[src/rtl/uart_tx_phy_if.sv]
// Bank-side TX FIFO port: push strobe/data toward the PHY, FIFO status back to the bank.
interface uart_tx_phy_if;
    logic       tx_fifo_wr_en;
    logic [7:0] tx_fifo_wr_data;
    logic       tx_fifo_full;
    logic       tx_fifo_empty;
    logic       tx_fifo_less_than_watermark;

    modport master (
        output tx_fifo_wr_en, tx_fifo_wr_data,
        input  tx_fifo_full, tx_fifo_empty, tx_fifo_less_than_watermark
    );
    modport slave (
        input  tx_fifo_wr_en, tx_fifo_wr_data,
        output tx_fifo_full, tx_fifo_empty, tx_fifo_less_than_watermark
    );
endinterface

[src/rtl/uart_tx_phy.sv]
// UART transmit PHY: byte FIFO fed by the register bank, serialized as 8N1/8N2 frames on txd.
module uart_tx_phy #(
    parameter  int FIFO_DEPTH = 8,
    localparam int CW         = $clog2(FIFO_DEPTH)
) (
    input  logic          clock,
    input  logic          reset_n,
    input  logic          txen,
    input  logic          nstop,
    input  logic [15:0]   div,
    input  logic [CW-1:0] txcnt,
    uart_tx_phy_if.slave  bank,
    output logic          txd,
    output logic          tx_busy
);

    typedef enum logic [1:0] {IDLE, START, DATA, STOP} state_t;

    logic [7:0]    mem [FIFO_DEPTH];
    logic [CW-1:0] wr_ptr, rd_ptr;
    logic [CW:0]   count;

    state_t        state;
    logic [7:0]    shift;
    logic [15:0]   baud;
    logic [15:0]   div_l;
    logic          nstop_l;
    logic          stop2;
    logic [2:0]    bit_idx;

    logic push, pop, last_stop;

    assign bank.tx_fifo_full                = (count == (CW+1)'(FIFO_DEPTH));
    assign bank.tx_fifo_empty               = (count == '0);
    assign bank.tx_fifo_less_than_watermark = (count < {1'b0, txcnt});

    assign push      = bank.tx_fifo_wr_en && !bank.tx_fifo_full;
    assign last_stop = (state == STOP) && (baud == '0) && (!nstop_l || stop2);
    // A pop happens from IDLE or on the final stop clock so frames can run back to back.
    assign pop       = txen && !bank.tx_fifo_empty && ((state == IDLE) || last_stop);

    always_ff @(posedge clock) begin
        if (push) mem[wr_ptr] <= bank.tx_fifo_wr_data;
    end

    always_ff @(posedge clock or negedge reset_n) begin
        if (!reset_n) begin
            wr_ptr <= '0;
            rd_ptr <= '0;
            count  <= '0;
        end else begin
            if (push) wr_ptr <= wr_ptr + CW'(1);
            if (pop)  rd_ptr <= rd_ptr + CW'(1);
            case ({push, pop})
                2'b10:   count <= count + 1'b1;
                2'b01:   count <= count - 1'b1;
                default: count <= count;
            endcase
        end
    end

    // txd is registered from the current state, so the line lags the FSM by one clock uniformly.
    always_ff @(posedge clock or negedge reset_n) begin
        if (!reset_n) begin
            state   <= IDLE;
            txd     <= 1'b1;
            tx_busy <= 1'b0;
            shift   <= '0;
            baud    <= '0;
            div_l   <= '0;
            nstop_l <= 1'b0;
            stop2   <= 1'b0;
            bit_idx <= '0;
        end else begin
            case (state)
                IDLE: begin
                    txd <= 1'b1;
                    if (pop) begin
                        shift   <= mem[rd_ptr];
                        div_l   <= div;
                        nstop_l <= nstop;
                        baud    <= div;
                        state   <= START;
                        tx_busy <= 1'b1;
                    end
                end
                START: begin
                    txd <= 1'b0;
                    if (baud == '0) begin
                        baud    <= div_l;
                        bit_idx <= '0;
                        state   <= DATA;
                    end else begin
                        baud <= baud - 1'b1;
                    end
                end
                DATA: begin
                    txd <= shift[0];
                    if (baud == '0) begin
                        baud  <= div_l;
                        shift <= {1'b0, shift[7:1]};
                        if (bit_idx == 3'd7) begin
                            stop2 <= 1'b0;
                            state <= STOP;
                        end else begin
                            bit_idx <= bit_idx + 1'b1;
                        end
                    end else begin
                        baud <= baud - 1'b1;
                    end
                end
                STOP: begin
                    txd <= 1'b1;
                    if (baud != '0) begin
                        baud <= baud - 1'b1;
                    end else if (nstop_l && !stop2) begin
                        stop2 <= 1'b1;
                        baud  <= div_l;
                    end else if (pop) begin
                        shift   <= mem[rd_ptr];
                        div_l   <= div;
                        nstop_l <= nstop;
                        baud    <= div;
                        state   <= START;
                    end else begin
                        state   <= IDLE;
                        tx_busy <= 1'b0;
                    end
                end
                default: begin
                    state   <= IDLE;
                    tx_busy <= 1'b0;
                    txd     <= 1'b1;
                end
            endcase
        end
    end

endmodule

[src/flat_wrapper.sv]
// flat-port wrapper written by rule: the top's interface ports become plain ports
module uart_tx_phy_flat 
#(
    parameter  int FIFO_DEPTH = 8,
    localparam int CW         = $clog2(FIFO_DEPTH)
)
  (clock, reset_n, txen, nstop, div, txcnt, txd, tx_busy, bank_tx_fifo_wr_en, bank_tx_fifo_wr_data, bank_tx_fifo_full, bank_tx_fifo_empty, bank_tx_fifo_less_than_watermark);
  uart_tx_phy_if bank_i ();
  input  logic clock;
  input  logic reset_n;
  input  logic txen;
  input  logic nstop;
  input  logic [15:0] div;
  input  logic [CW-1:0] txcnt;
  output logic txd;
  output logic tx_busy;
  input wire logic [$bits(bank_i.tx_fifo_wr_en)-1:0] bank_tx_fifo_wr_en;
  input wire logic [$bits(bank_i.tx_fifo_wr_data)-1:0] bank_tx_fifo_wr_data;
  output wire logic [$bits(bank_i.tx_fifo_full)-1:0] bank_tx_fifo_full;
  output wire logic [$bits(bank_i.tx_fifo_empty)-1:0] bank_tx_fifo_empty;
  output wire logic [$bits(bank_i.tx_fifo_less_than_watermark)-1:0] bank_tx_fifo_less_than_watermark;
  assign bank_i.tx_fifo_wr_en = bank_tx_fifo_wr_en;
  assign bank_i.tx_fifo_wr_data = bank_tx_fifo_wr_data;
  assign bank_tx_fifo_full = bank_i.tx_fifo_full;
  assign bank_tx_fifo_empty = bank_i.tx_fifo_empty;
  assign bank_tx_fifo_less_than_watermark = bank_i.tx_fifo_less_than_watermark;
  uart_tx_phy #(.FIFO_DEPTH(FIFO_DEPTH)) u_core (.clock(clock), .reset_n(reset_n), .txen(txen), .nstop(nstop), .div(div), .txcnt(txcnt), .bank(bank_i), .txd(txd), .tx_busy(tx_busy));
endmodule
[config.mk]
export PLATFORM = sky130hd
export DESIGN_NAME = uart_tx_phy_flat
export DESIGN_NICKNAME = d
export VERILOG_FILES = /design/src/rtl/uart_tx_phy_if.sv /design/src/rtl/uart_tx_phy.sv /design/src/flat_wrapper.sv
export SDC_FILE = /design/constraint.sdc
export NUM_CORES = 1
export LEC_CHECK = 0
export ABC_AREA = 1
export CELL_PAD_IN_SITES_DETAIL_PLACEMENT = 0
export CELL_PAD_IN_SITES_GLOBAL_PLACEMENT = 1
export CORE_MARGIN = 4
export CORE_UTILIZATION = 50
export DETAILED_ROUTE_END_ITERATION = 8
export PLACE_DENSITY_LB_ADDON = 0.12
export SLEW_MARGIN = 40
export SYNTH_ARGS = -nofsm -noshare
export SYNTH_HDL_FRONTEND = slang
export SYNTH_SLANG_ARGS = --single-unit
[constraint.sdc]
create_clock -name clock -period 6.5 [get_ports clock]
set_input_delay 1.3 -clock clock [delete_from_list [all_inputs] [get_ports clock]]
set_output_delay 1.3 -clock clock [all_outputs]
set_load 0.01 [all_outputs]
* Word level (Yosys, flattened, before mapping)
Memory sizes are Yosys's and may differ from the RTL's.
Index checks and enable logic that the tools add are counted.
** Operators by class
- Add/subtract/negate cells :: 6
- $lt $le $gt $ge :: 1
- Eq/ne operators :: 16
- Multiplexer cells :: 44
- Reduce and logical (&&, ||, !) cells :: 29
** Operators with widths (count)
- 16-bit two-way mux :: 7
- 16-bit case mux with 3 select lines :: 1
- 8-bit two-way mux :: 4
- 16-bit case mux with 2 select lines :: 1
- 8-bit case mux with 3 select lines :: 1
- 16-bit logical NOT :: 1
- 16-bit nonzero test :: 1
- 16-bit by 1-bit subtractor with 16-bit output (second input constant) :: 1
- 1-bit two-way mux :: 14
- 2-bit two-way mux :: 6
- 2-bit != test (second input constant) :: 5
- 5-bit AND reduction :: 2
- 3-bit by 1-bit adder with 3-bit output (second input constant) :: 3
- 3-bit two-way mux :: 3
- 2-bit by 1-bit != test with 1-bit output (second input constant) :: 4
- 2-bit case mux with 4 select lines :: 1
- 4-bit case mux with 2 select lines :: 1
- 4-bit AND reduction :: 2
- 2-bit nonzero test :: 4
- 2-bit equality test (second input constant) :: 3
- 1-bit logical AND :: 6
- 1-bit case mux with 2 select lines :: 3
- 3-bit case mux with 2 select lines :: 1
- 6-bit AND reduction :: 1
- other kinds (14) :: 20
** Word-level totals
- Register bits after elaboration :: 59
- RAM bits :: 64
- Input port bits :: 32
- Output and inout bits :: 5
- Logic and storage cells :: 109
- Memories :: 1
** Memories
- u_core.mem :: depth 8, width 8, read ports 1, clocked after Yosys merged registers in 0, wr ports 1, RTL line uart_tx_phy.sv:19 : logic [7:0] mem [FIFO_DEPTH];

* Logic depth before layout (Yosys ltp)
- Word-level depth :: 9
- Gate-level depth with buffers :: 16
- Depth with buffers taken out :: 16

* Worst setup path after synthesis
Ideal clock, no wire load.
- Path kind :: in2out
- Start point :: in txcnt[1]
- End point :: out bank_tx_fifo_less_than_watermark
- Arrival time :: 2.096 ns
- Path slack :: 3.104 ns
- Cell stages on the path :: 4
- Path through :: inv_1 -> ha_1 -> a21o_1 -> a211oi_1
** Between the ends
- Longest elaborated chain between the ends :: 1
** RTL lines
- from (decl) :: RTL line flat_wrapper.sv:14 : input logic [CW-1:0] txcnt;
- 4-bit by 3-bit less-than comparator with 1-bit output :: RTL line uart_tx_phy.sv:35 : assign bank.tx_fifo_less_than_watermark = (count < {1'b0, txcnt});
- to (decl) :: RTL line flat_wrapper.sv:21 : output wire logic [$bits(bank_i.tx_fifo_less_than_watermark)-1:0] bank_tx_fifo_less_than_watermark;
Every way passes these cells.

* Worst setup path after layout
Same ends and word-level chain as after synthesis.

==> impl_metrics.csv <==
group,metric,value,unit
sta,relSlewSlack,52.6,%
pwr,finalPower,2.18,mW
die,fp.dieH,119,microns
sta,final.min_clock_period,4.32,ns
synthesis,synth_top_cell_by_area,"edfxtp_1",
placed_design,io_buffers,36,
synthesis,syn_area,0.00618,sq mm
die,die_w,119,microns
placed_design,hpwl,8870,microns
die,rows,40,
die,start_util,51.2,%
cts,cts_tree,"done",
detailed_routing,drt_wl_total,14300,microns
detailed_routing,drtIter0Drc,422,
pwr,max-vdd-ir-drop,0.173,mV
pwr,powerDensity,299,mW/mm^2
cts,post_cts_buffers,0,
synthesis,synth-seq-cells,123,
synthesis,ys_seq_area_share,55.0,%
synthesis,synth_edf_count,64,
sta,fin_setup_tns,0,ns
detailed_routing,ant_nets,0,
grt,grt_util_all_layers,21.0,%
setup_path,crit_path_end_kind,"output port",
layout,area_growth_syn_to_layout,18.1,%
setup_path,startpoint_type,"input pin",
worst_hold_path,min_from,"u_core.shift[0]$_DFFE_PN0P_",
status,outcome,"completed",
synthesis,synth_top_cell_area_share,31.1,%
cts,clk_path_buf_depth,2,
cts,clk_pin_slew,0.06,ns
cts,cts-root-buf,"clkbuf_16",
die,ios,37,
worst_hold_path,hold_path.class,"reg2reg",
grt,grt_use_met1,30.1,%
setup_path,critPathLaunch,"txcnt[1]",
sta,clock.fmax,231,MHz
cts,cts_buffers,17,
placed_design,place_area,0.00664,sq mm
grt,antenna_found_initial,0,
sta,rsz0062_at_grt,"no",
cts,cts_resized,0,
run,max_cap_viol_count,0,
setup_path,cp_data_arrival_time,3.02,ns
synthesis,syn-instance-count,643,
grt,grt_pass1_wl,23200,microns
detailed_routing,wl_per_cell,16.7,microns
layout,num_antenna_cells,0,
synthesis,syn-num-nets,689,
setup_path,reg2reg_from,"u_core.state[0]$_DFFE_PN0P_",
sta,post-route-period-util,66.5,%
die,dieArea,0.0142,sq mm
grt,first_global_vias,4498,
cts,cts_hold_buf,0,
layout,drive_above_1_share,11.1,%
synthesis,yosysWarningCount,0,
sta,slew_violations,0,
detailed_routing,drc,0,
cts,clock_sinks,123,
synthesis,avgSynthCellArea,9.61,sq um
grt,grt_use_met3,5.08,%
layout,nets,719,
detailed_routing,routed_via_density,5.52,
pwr,p_leak,3.06,nW
sta,hold_viol,0,
sta,final.setup_skew,0.00686,ns
cts,htree_levels,4,
die,coreArea,0.0121,sq mm
synthesis,yosysUniqueCellTypes,44,
sta,tightest_slew,0.709,ns
grt,met2_usage,31.6,%
cts,clk_latency,0.42,ns
detailed_routing,dr.pass1.iters,5,
synthesis,synth_area_leaders,"edfxtp_1, dfrtp_1, o21ai_0, nand2_1, nor2_1",
grt,grt_max_degree,60,
grt,grt.busiest_layer,"met2",
setup_path,required,5.20,ns
layout,final_core_util,60.5,%
placed_design,place.gp.congestion,0.781,
setup_path,path_class,"in2out",
grt,grt_overflow_total,0,
detailed_routing,dr_total_vias,4718,
layout,stdcell_area,0.00730,sq mm
sta,setup_viol,0,
setup_path,critPathMaxFanout,1,
synthesis,async_flop_share,48.0,%
synthesis,synth-main-ff-cell,"edfxtp_1",
## worst max-delay path: stages
cell             delay, ns
clkdlybuf4s50_1       0.45
inv_1                 0.04
ha_1                  0.28
a21o_1                0.17
a211oi_1              0.20
clkdlybuf4s50_1       0.58
## final timing paths
kind / endpoint / slack [ns] / depth (start not counted)
max: bank_tx_fifo_less_than_watermark / 2.18 / 6
min: u_core.shift[0]$_DFFE_PN0P_ / 0.48 / 2
max reg2reg: u_core.count[2]$_DFFE_PN0P_ / 2.62 / 12
min reg2reg: u_core.shift[0]$_DFFE_PN0P_ / 0.48 / 2
max in group asynchronous: u_core.rd_ptr[0]$_DFFE_PN0N_ / 5.09 / 2
min in group asynchronous: u_core.shift[5]$_DFFE_PN0P_ / 0.97 / 2
## per-stage QoR
stage	setup slack (ns)	std cells	hold slack, ns
finish	2.18	854	0.485
global route	2.08	854	0.526
CTS	2.16	854	0.488
detailed placement	2.17	822	0.472
global placement	2.20	822	0.473
floorplan	3.10	643	0.449
## final cells by class
type	instances	area, sq um
Multi-Input combinational cell	437	2450
Inverter	57	218
Fill cell	1000	4760
Sequential cell	123	3400
Timing Repair Buffer	37	367
Clock buffer	23	488
Tap cell	168	210
Clock inverter	9	160
## logic make-up after synthesis
group / share of synthesized area, %
adders and majority gates: 2.83
buffers and inverters: 5.59
AOI/OAI and AO/OA: 15.9
xor gates and xnor gates: 1.56
and+or+nand+nor: 15.7
muxes: 3.40
DFF: 55.0
## Yosys cell counts (2+ instances only)
cell / number
nand2_4: 2
dfrtp_1: 58
o22ai_1: 12
buf_2: 6
buf_6: 3
edfxtp_1: 64
nor2_1: 77
nand2_2: 4
o21bai_1: 3
nand2_1: 91
o211ai_1: 8
a31oi_1: 2
o21ai_1: 24
ha_1: 14
nor2_2: 4
o21ai_0: 99
o221ai_1: 7
inv_1: 54
nor3_1: 4
mux2_4: 14
nand3_1: 25
nand4_1: 2
or2_0: 5
a21oi_1: 16
xor2_1: 10
clkbuf_1: 17
## state kept, by name (all words and copies together) (netlist names), 2 cells and up
signal          cells
u_core.baud        16
u_core.bit_idx      3
u_core.count        4
u_core.div_l       16
u_core.mem         64
u_core.rd_ptr       3
u_core.shift        8
u_core.state        2
u_core.wr_ptr       3
## routing by layer
layer | wire (microns) | part of all wire, % | vias to the layer above
met1 | 6890 | 48 | 2279
li1 | - | - | 2292
met3 | 749 | 5.3 | 19
met4 | 211 | 1.5 | 0
met2 | 6400 | 45 | 128
met5 | 0 | 0 | -
## where the power goes
group / switching, mW / total [mW] / internal, mW
registers: 0.0358 / 0.941 / 0.905
clock network: 0.338 / 1.02 / 0.683
logic: 0.137 / 0.219 / 0.0824
total: 0.511 / 2.18 / 1.67
## layout by cell type, fill, tap and decap left out, types with 17 or more instances in the layout
cell / netlist / layout
o21ai_0: 99 / 99
o21ai_1: 24 / 24
nand2_1: 91 / 91
dfrtp_1: 58 / 57
edfxtp_1: 64 / 64
nand3_1: 25 / 25
nor2_1: 77 / 69
clkdlybuf4s50_1: 0 / 35
inv_1: 54 / 53
clkbuf_16: 0 / 17
Note: power is estimated with default switching activity, not from simulation.
